--- config.mk ---
export PLATFORM = sky130hd
export DESIGN_NAME = bin_to_bcd_seq
export DESIGN_NICKNAME = d
export VERILOG_FILES = /design/src/rtl/bin_to_bcd_seq.sv
export SDC_FILE = /design/constraint.sdc
export NUM_CORES = 1
export LEC_CHECK = 0
export BUFFER_PORTS_ARGS = -buffer_cell sky130_fd_sc_hd__buf_2
export CELL_PAD_IN_SITES_DETAIL_PLACEMENT = 1
export CELL_PAD_IN_SITES_GLOBAL_PLACEMENT = 2
export CORE_MARGIN = 3
export CORE_UTILIZATION = 35
export CTS_BUF_LIST = sky130_fd_sc_hd__clkbuf_8
export DETAILED_ROUTE_END_ITERATION = 7
export PLACE_DENSITY_LB_ADDON = 0.1
export SLEW_MARGIN = 40
export SYNTH_ARGS = -nofsm -noshare
export SYNTH_HDL_FRONTEND = slang
export SYNTH_SLANG_ARGS = --single-unit
--- constraint.sdc ---
create_clock -name Clk -period 1.7 [get_ports Clk]
set_input_delay 0 -clock Clk [delete_from_list [all_inputs] [get_ports Clk]]
set_output_delay 0 -clock Clk [all_outputs]
set_load 0.1 [all_outputs]
--- src/rtl/bin_to_bcd_seq.sv ---
// ---------------------------------------------------------------------------
// bin_to_bcd_seq
//
// Sequential binary-to-BCD converter using shift-add-3 (double dabble).
// It handles one input bit per clock. The block sits in front of the 7-segment
// encoder and LED multiplexer. It turns a binary count into NDIG packed BCD
// digits and a leading-zero blank mask, so the display shows a decimal value.
//
// Parameters
//   BIN_W      width of the binary input (27 bits covers 0..99,999,999)
//   NDIG       number of BCD digits produced (1..9)
//
// Ports
//   Clk        system clock; all state changes on the rising edge
//   Rst        synchronous, active-high reset
//   start      conversion request; sampled only while the block is idle
//   bin_in     binary value; captured on the edge that accepts start
//   busy       high while a conversion is in flight (CONV and FIN)
//   done       one-cycle pulse; bcd_out/lz_mask/ovf are valid from this cycle
//   ovf        the last result exceeded 10^NDIG-1
//   bcd_out    digit i in [4i+3:4i]; digit 0 is least significant
//   lz_mask    bit i set: digit i is a leading zero (the display blanks it)
//   state_dbg  current FSM state (0 IDLE, 1 CONV, 2 FIN), for observation
//
// Handshake: a request is accepted on a rising edge where start=1, the FSM is
// IDLE and done=0. The busy=0 / done=0 pair acts as "ready" and start acts as
// "valid". bin_in needs to be stable only on that edge. A start seen during
// busy or during the done cycle is dropped and not queued. A start held high
// begins a new conversion every time the block becomes ready again.
// ---------------------------------------------------------------------------
module bin_to_bcd_seq #(
    parameter int BIN_W = 27,
    parameter int NDIG  = 8
) (
    input  logic                Clk,
    input  logic                Rst,
    input  logic                start,
    input  logic [BIN_W-1:0]    bin_in,
    output logic                busy,
    output logic                done,
    output logic                ovf,
    output logic [4*NDIG-1:0]   bcd_out,
    output logic [NDIG-1:0]     lz_mask,
    output logic [1:0]          state_dbg
);

    typedef enum logic [1:0] {
        ST_IDLE = 2'd0,
        ST_CONV = 2'd1,
        ST_FIN  = 2'd2
    } state_t;

    localparam int DIG_W = 4 * NDIG;
    localparam int CNT_W = $clog2(BIN_W + 1);

    localparam logic [CNT_W-1:0] CNT_LAST = CNT_W'(BIN_W - 1);

    // In the reset mask only digit 0 is shown, so the display reads "0".
    localparam logic [NDIG-1:0] LZ_RST = {NDIG{1'b1}} << 1;

    // Largest value that fits in NDIG decimal digits, i.e. 10^NDIG - 1.
    function automatic logic [63:0] max_decimal(input int ndig);
        logic [63:0] p;
        p = 64'd1;
        for (int i = 0; i < ndig; i++) begin
            p = p * 64'd10;
        end
        return p - 64'd1;
    endfunction

    localparam logic [63:0] MAX_DEC = max_decimal(NDIG);

    // If every BIN_W-bit value fits in NDIG digits, the range compare below
    // folds to a constant 0 and no comparator is built.
    localparam bit OVF_POSSIBLE = (BIN_W >= 64) ||
                                  (((64'd1 << BIN_W) - 64'd1) > MAX_DEC);

    state_t              state;
    logic [BIN_W-1:0]    shift_q;
    logic [DIG_W-1:0]    dig_q;
    logic [CNT_W-1:0]    cnt_q;
    logic                ovf_pend;

    logic                over_range;
    logic [DIG_W-1:0]    dig_adj;
    logic [DIG_W-1:0]    dig_shift;
    logic [NDIG-1:0]     lz_calc;
    logic                all_zero;

    assign state_dbg  = state;
    assign over_range = OVF_POSSIBLE && (64'(bin_in) > MAX_DEC);

    // Add-3 correction. Any digit of 5 or more gets +3 before the shift, so
    // that after doubling it carries cleanly into the next digit up.
    always_comb begin
        dig_adj = dig_q;
        for (int i = 0; i < NDIG; i++) begin
            if (dig_q[4*i +: 4] >= 4'd5) begin
                dig_adj[4*i +: 4] = dig_q[4*i +: 4] + 4'd3;
            end
        end
    end

    // Shift the corrected digits left by one bit. The next binary MSB enters
    // at the bottom of digit 0.
    assign dig_shift = {dig_adj[DIG_W-2:0], shift_q[BIN_W-1]};

    // Digit i (i >= 1) is a leading zero when it and every digit above it
    // are zero. Digit 0 is always shown.
    always_comb begin
        lz_calc  = '0;
        all_zero = 1'b1;
        for (int i = NDIG - 1; i >= 1; i--) begin
            all_zero   = all_zero && (dig_q[4*i +: 4] == 4'd0);
            lz_calc[i] = all_zero;
        end
    end

    always_ff @(posedge Clk) begin
        if (Rst) begin
            state    <= ST_IDLE;
            busy     <= 1'b0;
            done     <= 1'b0;
            ovf      <= 1'b0;
            bcd_out  <= '0;
            lz_mask  <= LZ_RST;
            shift_q  <= '0;
            dig_q    <= '0;
            cnt_q    <= '0;
            ovf_pend <= 1'b0;
        end else begin
            done <= 1'b0;
            case (state)
                ST_IDLE: begin
                    // Blocking start during the done cycle puts one idle cycle
                    // between results when start is held high.
                    if (start && !done) begin
                        shift_q <= bin_in;
                        dig_q   <= '0;
                        cnt_q   <= '0;
                        busy    <= 1'b1;
                        if (over_range) begin
                            ovf_pend <= 1'b1;
                            state    <= ST_FIN;
                        end else begin
                            ovf_pend <= 1'b0;
                            state    <= ST_CONV;
                        end
                    end
                end

                ST_CONV: begin
                    dig_q   <= dig_shift;
                    shift_q <= shift_q << 1;
                    cnt_q   <= cnt_q + CNT_W'(1);
                    if (cnt_q == CNT_LAST) begin
                        state <= ST_FIN;
                    end
                end

                ST_FIN: begin
                    done  <= 1'b1;
                    busy  <= 1'b0;
                    state <= ST_IDLE;
                    if (ovf_pend) begin
                        ovf     <= 1'b1;
                        bcd_out <= {DIG_W{1'b1}};
                        lz_mask <= '0;
                    end else begin
                        ovf     <= 1'b0;
                        bcd_out <= dig_q;
                        lz_mask <= lz_calc;
                    end
                end

                default: begin
                    state <= ST_IDLE;
                    busy  <= 1'b0;
                end
            endcase
        end
    end

    // Only values <= 10^NDIG-1 reach CONV. A partial value never exceeds the
    // final one, so the top digit never carries out of the digit register.
    top_digit_no_carry: assert property (
        @(posedge Clk) disable iff (Rst)
        (state == ST_CONV) |-> !dig_adj[DIG_W-1]
    );

endmodule

==> results.toml <==
[status]
status = "finished clean"

[floorplan]
boundaryPins = 75
die_w_um = 125
fp.dieH_um = 125
row_count = 42
dieArea_um2 = 15700
initial_core_util_pct = 36.6
core-area_um2 = 13600

[pwr]
p_switching_mw = 1.62
p_comb_share_pct = 19.3
clkPwrFrac_pct = 26.9
p_seq_share_pct = 53.8
power.internal_mw = 3.49
power.static_leakage_nw = 2.45
peakVddDrop_mv = 0.332
swShare_pct = 31.7
p_per_area_nw_per_um2 = 839
finalPower_mw = 5.11

[cts]
cts_buffers = 9
cts_buffer_depth = 2
clk_pin_slew_ns = 0.10
htree_num_levels = 3
clock_latency_ns = 0.39
cts_tree = "built"
cts-root-buf = "clkbuf_8"
clock_sinks = 109

[setup_path]
rr_startpoint = "dig_q[29]"
cp_slowest_stage_delay_ns = 0.40
crit_chain = "inv_1 -> ha_1 -> nand2b_1 -> a21oi_1 -> mux2i_1 -> a22o_1"
rr_endpoint = "dig_q[30]"
reg2reg_slack_ns = 0.15
cp_max_fo = 4
cp-end-kind = "flop"
start_kind = "flop"
cp.required_ns = 2.03
crit_family = "compound AO/OA/AOI/OAI gates"
worstPathArrival_ns = 1.88
path_buf_inv = 1
cpMaxStageDelayCell = "dfxtp_1"
r2r_cells = 6
crit_type = "reg2reg"

[sta]
fin_ws_ns = 0.149
holdWs_ns = 0.134
report.final.slew_viol_count = 0
setup_tns_ns = 0
finalClockSkew_ns = 0.0121
rsz0062_at_grt = "false"
setup_viol = 0
min_period_ns = 1.55
max_freq_mhz = 645
period_share_pct = 91.2
hold_violations = 0

[cells_and_area]
final_nets = 742
n_fill_cell = 1629
n_antenna_cell = 0
final_util_pct = 44.9
area_growth_pct = 22.5
final_cells = 868
fin_area_um2 = 6080
final_common_cell = "dfxtp_1"
layout_common_cells = "dfxtp_1, nand2_1, buf_2"
drive_gt1_share_pct = 17.8

[synthesis]
synth_fp_nets = 648
synth_top_area_share_pct = 43.9
synthCells = 593
synth_warnings = 0
netlist_area_um2 = 4970
syn_avg_cell_area_um2 = 8.37
yosysUniqueCellTypes = 47
synth_enable_flop_cells = 0
synthFlopType = "dfxtp_1"
synth_area_leaders = "dfxtp_1, nand2_1, ha_1"
synthArstFlopShare_pct = 0
ys_ff_latch = 109
synth_top_area_cell = "dfxtp_1"
ys_seq_area_share_pct = 43.9

[routing]
drcViolationCount = 0
routed_wirelength_mm = 14.0
wire_per_inst_um = 16.2
num_vias = 4601
drt_iter0_drc = 236
firstDrtPassIters = 5
postRouteAntennaNets = 0
via_per_inst = 5.30

[global_route]
first_global_vias = 4761
grt_max_degree = 42
antenna_found_initial = 0
grt_remaining_overflow = 0
grtUsageTotal_pct = 18.3
grt_pass1_wl_mm = 23.8

[run]
drv_cap = 0

[placement]
place.gp.congestion = 0.781
dpl_cell_area_um2 = 5640
dp_slack_ns = 0.0620
port_buffers = 73
placed_cells = 825
dp_hpwl_mm = 9.49

[min_path]
hold_start = "Rst"
hold_depth = 2
worstHoldEndpoint = "shift_q[20]"
hold_class = "in2reg"
[power by group through the flow]
stage                     Combinational (mW)  Clock, mW  Sequential (mW)
after floorplan                        0.444          0             3.00
after global placement                 0.928          0             2.80
after detailed placement               0.948          0             2.81
after CTS                              0.996       1.44             2.75
after global routing                    1.08       1.54             2.77
final                                  0.985       1.37             2.75
[state kept, by name (all words and copies together), names as in the netlist]
name,flops
bcd_out,32
dig_q,32
shift_q,27
lz_mask,7
cnt_q,5
state_dbg,2
busy,1
done,1
ovf,1
ovf_pend,1
[worst reg2reg max path, stage by stage (launching register included)]
cell and delay [ns]:
dfxtp_1 0.40, inv_1 0.11, ha_1 0.18, nand2b_1 0.14, a21oi_1 0.26, mux2i_1 0.25
a22o_1 0.15
[cell usage after synthesis (all sizes together), types with 4 or more instances]
cell / instances
dfxtp: 109
nand2: 90
a21oi: 60
nor2: 51
o21ai: 46
a311oi: 26
clkbuf: 25
ha: 25
inv: 21
nor3: 18
buf: 17
a22o: 16
nand3: 14
nand2b: 12
xnor2: 9
mux2i: 8
nor3b: 5
o211ai: 5
a2bb2oi: 4
o311ai: 4
[worst max-delay path by stage]
| stage | from | to | slack [ns] | depth (start not counted) |
|---|---|---|---|---|
| after floorplan | state_dbg[0] | dig_q[10] | 0.02 | 5 |
| after global placement | state_dbg[1] | shift_q[10] | 0.12 | 4 |
| after detailed placement | state_dbg[1] | shift_q[26] | 0.06 | 4 |
| after CTS | state_dbg[1] | shift_q[15] | 0.04 | 4 |
| after global routing | dig_q[29] | dig_q[30] | 0.02 | 6 |
| final | dig_q[29] | dig_q[30] | 0.15 | 6 |
[repair_timing]
item	in CTS	in global routing
setup endpoints to repair	0	19
hold buffers	27	0
buffers inserted	0	0
gates resized for setup	0	8
endpoints found under the hold margin	27	0
[cells by family after synthesis]
group	Yosys count	share of synthesized area, %
other	1	0.0755
muxes	8	1.61
buffers and inverters	63	5.32
and+or+nand+nor	203	18.3
DFF	109	43.9
AOI/OAI and AO/OA	174	22.7
adders and majority gates	25	6.30
xor gates and xnor gates	10	1.76
[area by class of cell]
type | instances | area [µm²] | area share [%]
Clock buffer | 9 | 124 | 2.04
Clock inverter | 7 | 28.8 | 0.473
Inverter | 21 | 78.8 | 1.30
Multi-Input combinational cell | 421 | 2550 | 41.9
Sequential cell | 109 | 2190 | 36.0
Tap cell | 176 | 220 | 3.62
Timing Repair Buffer | 125 | 890 | 14.6
[per-layer routing]
metal,routed length (µm),GRT usage (%),up-vias
met2,6530,30.2,63
met5,0,0,-
met4,286,7.40,0
met3,335,2.52,18
li1,-,-,2272
met1,6890,24.3,2248
(Power assumes the default switching activity.)
